File: src/rtl/seg_pkg.sv
// Shared types and constants for the 7-segment scan controller.
package seg_pkg;

  typedef enum logic [1:0] {
    IDLE  = 2'd0,
    BLANK = 2'd1,
    ON    = 2'd2
  } state_t;

  localparam int unsigned BCD_W = 4;
  localparam int unsigned SEG_W = 7;

  localparam logic [SEG_W-1:0] SEG_BLANK = 7'b0000000;
  // Any non-BCD nibble decodes dark; this one is used for suppressed digits.
  localparam logic [BCD_W-1:0] BCD_DARK  = 4'hF;

endpackage

File: src/rtl/seven_segment_display_decoder.sv
// BCD to 7-segment decoder, segments {a,b,c,d,e,f,g}, 1 = lit; non-BCD input is dark.
module seven_segment_display_decoder
  import seg_pkg::*;
(
  input  logic [BCD_W-1:0] bcd,
  output logic [SEG_W-1:0] seg_c
);

  always_comb begin
    seg_c = SEG_BLANK;
    case (bcd)
      4'd0:    seg_c = 7'b1111110;
      4'd1:    seg_c = 7'b0110000;
      4'd2:    seg_c = 7'b1101101;
      4'd3:    seg_c = 7'b1111001;
      4'd4:    seg_c = 7'b0110011;
      4'd5:    seg_c = 7'b1011011;
      4'd6:    seg_c = 7'b1011111;
      4'd7:    seg_c = 7'b1110000;
      4'd8:    seg_c = 7'b1111111;
      4'd9:    seg_c = 7'b1111011;
      default: seg_c = SEG_BLANK;
    endcase
  end

endmodule

File: src/rtl/seg_scan_controller.sv
// Time-multiplexed N-digit 7-segment scan controller with blanking gaps and
// a double-buffered frame that only changes at frame boundaries.
module seg_scan_controller
  import seg_pkg::*;
#(
  parameter int unsigned NUM_DIGITS   = 4,
  parameter int unsigned DWELL_CYCLES = 50000,
  parameter int unsigned BLANK_CYCLES = 500
) (
  input  logic                        clk,
  input  logic                        rst_n,
  input  logic                        enable,
  input  logic                        lz_suppress,
  input  logic                        load_valid,
  output logic                        load_ready,
  input  logic [BCD_W*NUM_DIGITS-1:0] load_data,
  output logic [SEG_W-1:0]            seg,
  output logic [NUM_DIGITS-1:0]       dig_en,
  output logic                        frame_done
);

  localparam int unsigned FRAME_W = BCD_W * NUM_DIGITS;
  localparam int unsigned CNT_MAX = (DWELL_CYCLES > BLANK_CYCLES) ? DWELL_CYCLES : BLANK_CYCLES;
  localparam int unsigned CNT_W   = $clog2(CNT_MAX + 1);
  localparam int unsigned IDX_W   = $clog2(NUM_DIGITS);

  localparam logic [CNT_W-1:0] DWELL_LAST = CNT_W'(DWELL_CYCLES - 1);
  localparam logic [CNT_W-1:0] BLANK_LAST = CNT_W'(BLANK_CYCLES - 1);
  localparam logic [IDX_W-1:0] IDX_LAST   = IDX_W'(NUM_DIGITS - 1);

  state_t                state, state_n;
  logic [CNT_W-1:0]      cnt, cnt_n;
  logic [IDX_W-1:0]      index, index_n;
  logic [FRAME_W-1:0]    display, display_n;
  logic [FRAME_W-1:0]    pending, pending_n;
  logic                  pending_full, pending_full_n;
  logic [SEG_W-1:0]      seg_n;
  logic [NUM_DIGITS-1:0] dig_en_n;
  logic                  frame_done_n;
  logic                  load_ready_n;
  logic                  accept;
  logic                  commit;
  logic [BCD_W-1:0]      cur_nib;
  logic [BCD_W-1:0]      dec_in;
  logic                  lead_nz;
  logic                  suppress;
  logic [SEG_W-1:0]      dec_seg;

  // Select the current digit and find whether it or anything above it is non-zero.
  always_comb begin
    cur_nib = '0;
    lead_nz = 1'b0;
    for (int unsigned i = 0; i < NUM_DIGITS; i++) begin
      if (index == IDX_W'(i)) cur_nib = display[i*BCD_W +: BCD_W];
      if ((index <= IDX_W'(i)) && (display[i*BCD_W +: BCD_W] != '0)) lead_nz = 1'b1;
    end
    suppress = lz_suppress && (index != '0) && !lead_nz;
    dec_in   = suppress ? BCD_DARK : cur_nib;
  end

  seven_segment_display_decoder u_dec (
    .bcd   (dec_in),
    .seg_c (dec_seg)
  );

  // Next-state, scan outputs and frame buffering.
  always_comb begin
    state_n        = state;
    cnt_n          = cnt;
    index_n        = index;
    seg_n          = seg;
    dig_en_n       = dig_en;
    frame_done_n   = 1'b0;
    display_n      = display;
    pending_n      = pending;
    pending_full_n = pending_full;
    accept         = load_valid && load_ready;
    commit         = (state == IDLE) && pending_full;

    if (!enable) begin
      state_n  = IDLE;
      cnt_n    = '0;
      index_n  = '0;
      seg_n    = SEG_BLANK;
      dig_en_n = '0;
    end else begin
      case (state)
        IDLE: begin
          state_n  = BLANK;
          cnt_n    = '0;
          index_n  = '0;
          seg_n    = SEG_BLANK;
          dig_en_n = '0;
        end
        BLANK: begin
          if (cnt == BLANK_LAST) begin
            state_n  = ON;
            cnt_n    = '0;
            dig_en_n = NUM_DIGITS'(1) << index;
            seg_n    = dec_seg;
          end else begin
            cnt_n = cnt + CNT_W'(1);
          end
        end
        ON: begin
          if (cnt == DWELL_LAST) begin
            state_n  = BLANK;
            cnt_n    = '0;
            seg_n    = SEG_BLANK;
            dig_en_n = '0;
            if (index == IDX_LAST) begin
              index_n      = '0;
              frame_done_n = 1'b1;
              commit       = pending_full;
            end else begin
              index_n = index + IDX_W'(1);
            end
          end else begin
            cnt_n = cnt + CNT_W'(1);
          end
        end
        default: begin
          state_n  = IDLE;
          cnt_n    = '0;
          index_n  = '0;
          seg_n    = SEG_BLANK;
          dig_en_n = '0;
        end
      endcase
    end

    // Accept and commit are mutually exclusive: accept needs an empty pending slot.
    if (commit) begin
      display_n      = pending;
      pending_full_n = 1'b0;
    end
    if (accept) begin
      pending_n      = load_data;
      pending_full_n = 1'b1;
    end
    load_ready_n = !pending_full_n;
  end

  always_ff @(posedge clk) begin
    if (!rst_n) begin
      state        <= IDLE;
      cnt          <= '0;
      index        <= '0;
      display      <= '0;
      pending      <= '0;
      pending_full <= 1'b0;
      seg          <= SEG_BLANK;
      dig_en       <= '0;
      frame_done   <= 1'b0;
      load_ready   <= 1'b1;
    end else begin
      state        <= state_n;
      cnt          <= cnt_n;
      index        <= index_n;
      display      <= display_n;
      pending      <= pending_n;
      pending_full <= pending_full_n;
      seg          <= seg_n;
      dig_en       <= dig_en_n;
      frame_done   <= frame_done_n;
      load_ready   <= load_ready_n;
    end
  end

endmodule

File: config.mk
export PLATFORM = sky130hd
export DESIGN_NAME = seg_scan_controller
export DESIGN_NICKNAME = d
export VERILOG_FILES = /design/src/rtl/seg_pkg.sv /design/src/rtl/seven_segment_display_decoder.sv /design/src/rtl/seg_scan_controller.sv
export SDC_FILE = /design/constraint.sdc
export NUM_CORES = 1
export LEC_CHECK = 0
export ABC_AREA = 1
export CORE_ASPECT_RATIO = 1.5
export CORE_UTILIZATION = 55
export CTS_BUF_LIST = sky130_fd_sc_hd__clkbuf_4 sky130_fd_sc_hd__clkbuf_8
export DETAILED_ROUTE_END_ITERATION = 7
export PLACE_DENSITY = 0.83
export REMOVE_ABC_BUFFERS = 1
export SYNTH_ARGS = -nofsm -noshare
export SYNTH_HDL_FRONTEND = slang
export SYNTH_SLANG_ARGS = --single-unit
File: constraint.sdc
create_clock -name clk -period 3.4 [get_ports clk]
set_input_delay 0.68 -clock clk [delete_from_list [all_inputs] [get_ports clk]]
set_output_delay 0.68 -clock clk [all_outputs]
set_load 0.005 [all_outputs]
======== Word-level counts from Yosys, hierarchy flattened ========
Memory sizes are Yosys's and may differ from the RTL's.
Cells that the tools add are included.
word-level totals
  bits in registers ....................... 66
  memory bits (read-only) ................. 112
  bits of input ports ..................... 21
  output and inout port bits .............. 13
  word-level logic and storage cells ...... 80
  memories ................................ 1
operators by class
  add/sub/neg operators ................... 2
  magnitude comparators ................... 4
  equality and inequality tests ........... 9
  shifts and indexed selects .............. 1
  muxes and demuxes ....................... 31
  bitwise logic cells ..................... 1
  reduce and logical (&&, ||, !) cells .... 21
memory list
  name              words  bits a word  read ports  clocked after memory_dff  wr ports  line                                 RTL
  (name not given)  16     7            1           0                         0         seven_segment_display_decoder.sv:11  case (bcd)
operators by type and width
  kind                     count
  $mux W16                 2
  $pmux W16 S2             1
  $mux W4                  7
  $add A16 B1 Y16 const B  1
  $eq A16 B16 Y1 const B   1
  $eq A16 B9 Y1 const B    1
  $reduce_bool A4 Y1       4
  $mux W7                  2
  $pmux W7 S2              1
  $mux W1                  11
  $logic_and A1 B1 Y1      8
  $mux W2                  4
  $pmux W4 S2              1
  $eq A2 B2 Y1 const B     3
  $pmux W2 S3              1
  $reduce_and A2 Y1        3
  $eq A2 B1 Y1 const B     2
  $le A2 B1 Y1 const B     2
  $le A2 B2 Y1 const B     2
  $logic_not A2 Y1         2
  $ne A2 B2 Y1 const B     2
  $pmux W2 S2              1
  $reduce_and A4 Y1        1
  $shl A1 B2 Y4 const A    1
  4 further kinds          5

======== Depth between registers and ports, before layout ========
An unclocked memory read counts as a cell.
  word-level depth ........................ 12
  gate-level depth with buffers ........... 15
  mapped depth without buffers ............ 15

======== Modules after synthesis ========
Synthesis repeated with hierarchy kept, for this count alone.
second synthesis, totals
  cell total of the unflattened synthesis .. 485
  area total of the unflattened synthesis .. 3,452.1 um^2
by module, submodules not included
  module                         times used  cells each  area each (um^2)  seq. area each (um^2)
  seg_scan_controller            1           446         3,241.9           1,321.3
  seven_segment_display_decoder  1           39          210.2             0.0

======== Worst setup path before layout ========
No wires, ideal clock.
  path type ............................... register to register
  start ................................... register index[0]
  end ..................................... register seg[3]
  setup time .............................. 0.070 ns
  arrival time ............................ 1.950 ns
  data required time ...................... 3.330 ns
  path slack .............................. 1.380 ns
  stages on the path, launching flop included .. 15
  path buffers ............................ 0
  clock period less this slack ............ 2.020 ns
  cells stage by stage .................... dfxtp_1 -> inv_1 -> ha_1 -> nor2_1 -> nand2_1 -> nor2_1 -> nand3_2 -> nand3_1 -> inv_1 -> ha_1 -> inv_1 -> nand4_1 -> nand3_1 -> nand3_1 -> a21oi_1
on the way
  word-level cells in the longest chain between the ends .. 12
  elaborated cells between the ends (all ways) .. 28
  classes of those cells .................. 4 x order compare; 3 x eq/ne; 11 x mux; 9 x reduce/logical; 1 x memory
ends and longest elaborated chain
  element                 line                        RTL
  from (decl)             seg_scan_controller.sv:33   logic [IDX_W-1:0] index, index_n;
  from (signal assigned)  seg_scan_controller.sv:159  index <= index_n;
  $le A2 B1 Y1            seg_scan_controller.sv:55   if ((index <= IDX_W'(i)) && (display[i*BCD_W +: BCD_W] != '0)) lead_nz = 1'b1;
  $logic_and A1 B1 Y1     seg_scan_controller.sv:55
  $mux W1 (4 in series)   seg_scan_controller.sv:55
  $logic_not A1 Y1        seg_scan_controller.sv:57   suppress = lz_suppress && (index != '0) && !lead_nz;
  $logic_and A1 B1 Y1     seg_scan_controller.sv:57
  $mux W4 (*)             seg_scan_controller.sv:58   dec_in = suppress ? BCD_DARK : cur_nib;
  $mem_v2 Z16 W7 (*)      n/a
  $mux W7 (*)             seg_scan_controller.sv:96   if (cnt == BLANK_LAST) begin
  $pmux W7 S2 (*)         seg_scan_controller.sv:87   case (state)
  to (signal assigned)    seg_scan_controller.sv:163  seg <= seg_n;
  to (decl)               seg_scan_controller.sv:17   output logic [SEG_W-1:0] seg,
Every way passes the cells marked *; elsewhere a longest branch is shown, timed or not. The select of a mux whose other input is x is not followed.
A chain may end at the register's enable or synchronous reset.

======== Worst setup path after layout ========
  start ................................... register index[1]
  end ..................................... register seg[3]
The elaborated chain is that of the path after synthesis.

==> metrics.csv <==
stage,metric,value,unit
clocking,clk_pin_slew_worst_paths,80,ps
synth,ys_ff_latch,66,
synth,synthAdderAreaFrac,0.0606,
synth,yosys-top-cells-area,"dfxtp_1 (43%), nor2_1 (12%), nand2_1 (8.5%), ha_1 (6.1%), o21ai_0 (5.7%)",
synth,yosys_warnings,0,
synth,postSynth.asyncResetShare,0,
clocking,cts_tree,done,
final_layout,multi_input_area,1530,µm²
detailed_routing,vias,2670,
clocking,ctsHoldBuffers,0,
synth,synthSimpleGateAreaFrac,0.293,
clocking,post-cts-setup-buffer-count,0,
grt,grt_pass1_vias,2424,
detailed_routing,ant_nets,0,
synth,syn-cell-area,3100,µm²
detailed_routing,drt_wl_total,5830,µm
sta,setup_viol,0,
grt,antenna_found_initial,0,
synth,ys_seq_area_frac,0.427,
sta,hold_ws,452,ps
synth,avgSynthCellArea,7.34,µm²
critical_path,required,3670,ps
synth,synth_edf_count,0,
sta,maxSlewViolCount,0,
clocking,cts_inserted_buffers,9,
power,vdd_drop_max,0.333,mV
sta,tightestPinTransition,579,ps
power,p_total,1.67,mW
synth,netlist.area_leader.share,0.427,
floorplanning,die_w,63.3,µm
final_layout,final_area,3640,µm²
synth,synth_top_family_by_area,simple AND/OR/NAND/NOR gates,
clocking,htree_levels,3,
power,power_density,457,nW/µm²
placement,port_buffers,33,
floorplanning,ios,34,
clocking,cts_buffer_depth,2,
sta,period_minus_slack,2370,ps
job,max-cap-violations,0,
grt,grt_pass1_wl,9980,µm
sta,min_period_over_period,0.698,
synth,ys.flop_type,dfxtp_1,
final_layout,final_cells,530,
sta,skew,11.2,ps
detailed_routing,drcViolationCount,0,
critical_path,end_kind,flip-flop,
sta,timing.fmax,0.421,GHz
synth,synth-xor-area-share,0.0311,
detailed_routing,dr.first_iter.drc_count,113,
final_layout,utilization,0.669,
final_layout,final_layout_size_suffix_gt1_frac,0.0826,
clocking,cts_sinks,66,
grt,grt_max_degree,34,
sta,finalSetupTns,0,ps
min_path,hp-class,flip-flop to flip-flop,
detailed_routing,first_pass_iters,5,
synth,synth_most_common_cell,nor2_1,
floorplanning,initial_core_util,0.568,
status,outcome,"finished, final reports clean",
final_layout,diodes,0,
detailed_routing,wl_per_cell,11.0,µm
critical_path,crit_arrival,2640,ps
detailed_routing,via_per_inst,5.04,
synth,synth_compound_area_frac,0.108,
clocking,post_cts_resize_count,0,
sta,hold_viol,0,
critical_path,cp_max_fo,7,
critical_path,critPathLaunchType,flip-flop,
placement,pre_cts_slack,852,ps
final_layout,fin_nets,491,
clocking,root_buffer,clkbuf_8,
grt,grt_use_total,0.216,
sta,max_slew_margin,0.613,
sta,rsz0062_at_grt,no,
synth,yosysUniqueCellTypes,29,
floorplanning,dieArea,5940,µm²
placement,postPlaceCellArea,3440,µm²
critical_path,critical_path_class,flip-flop to flip-flop,
floorplanning,fp-row-count,33,
placement,gp_congestion,0.879,
final_layout,fill_cells,502,
floorplanning,core_area,5450,µm²
synth,synthCells,422,
final_layout,areaGrowthSynthToFinish,17.7,%
grt,overflow,0,
placement,dp_hpwl,4300,µm
synth,ys_top_cells_by_count,"nor2_1 (98), nand2_1 (70), dfxtp_1 (66)",
synth,yosysTopAreaCell,dfxtp_1,
floorplanning,die_height,93.9,µm
sta,setup_slack,1030,ps
clocking,clock_latency,350,ps
synth,synth.area.mux_share,0,
power,p_leak,1.46,nW
final_layout,regArea,1320,µm²
placement,place_inst,514,
## report_power, final
group          leakage [nW]  switching, mW  total, mW  internal (mW)
Combinational         0.830          0.108      0.182         0.0745
Sequential            0.539         0.0204      0.830          0.810
Clock                0.0959          0.306      0.653          0.347
Total                  1.46          0.434       1.67           1.23
## placed cells by master (no fill, tap or decap), drive strengths merged
| master | count |
|---|---|
| and3 | 1 |
| a211oi | 1 |
| dfxtp | 66 |
| bufinv | 1 |
| nor2 | 101 |
| a21oi | 20 |
| clkbuf | 10 |
| clkinvlp | 2 |
| nand2 | 70 |
| o21ai | 37 |
| o31ai | 1 |
| nor3 | 8 |
| nand4 | 5 |
| o211ai | 1 |
| clkinv | 5 |
| ha | 15 |
| inv | 42 |
| buf | 1 |
| a31oi | 1 |
| nand3 | 27 |
| xor2 | 9 |
| xnor2 | 2 |
| o32ai | 1 |
| clkdlybuf4s50 | 33 |
## worst paths after layout
path	from	to	slack, ps	cells after the start
worst max-delay path	index[1]	seg[3]	1030	15
worst min-delay path	cnt[0]	cnt[0]	450	1
worst max register to register	index[1]	seg[3]	1030	15
worst min register to register	cnt[0]	cnt[0]	450	1
## routing by layer
metal / vias up / track usage / share of wire
met5: - / 0 / 0
met4: 0 / 0.127 / 0.038
met3: 17 / 0.0655 / 0.034
met2: 48 / 0.392 / 0.51
met1: 1194 / 0.213 / 0.42
li1: 1411 / - / -
## worst max-delay path, cell delays in order, from the launching register on
cell and delay, ps:
dfxtp_1 350, inv_1 120, ha_1 240, inv_2 90, nand2_1 60, nand2_1 90
nand3_2 150, nand2_1 70, nor2_1 300, inv_1 120, ha_1 210, inv_1 50
nand4_1 110, nand3_1 120, nand3_1 80, a21oi_1 140
## registers in the layout (all words and copies together) (netlist names), 2 cells and up
register and flops:
pending 16, display 16, index 2, dig_en 4
state 2, cnt 16, seg 7
## logic make-up after synthesis
family / after synthesis
xor+xnor: 11
buf+inv: 56
compound gates: 62
flops: 66
simple gates: 212
fa+ha+maj: 15
## final cells by class
type / count / area share
Multi-Input combinational cell: 300 / 0.419
Timing Repair Buffer: 34 / 0.0927
Inverter: 44 / 0.0470
Clock inverter: 6 / 0.0185
Sequential cell: 66 / 0.363
Tap cell: 70 / 0.0240
Clock buffer: 10 / 0.0361
Power figures use the tool's default switching activity.
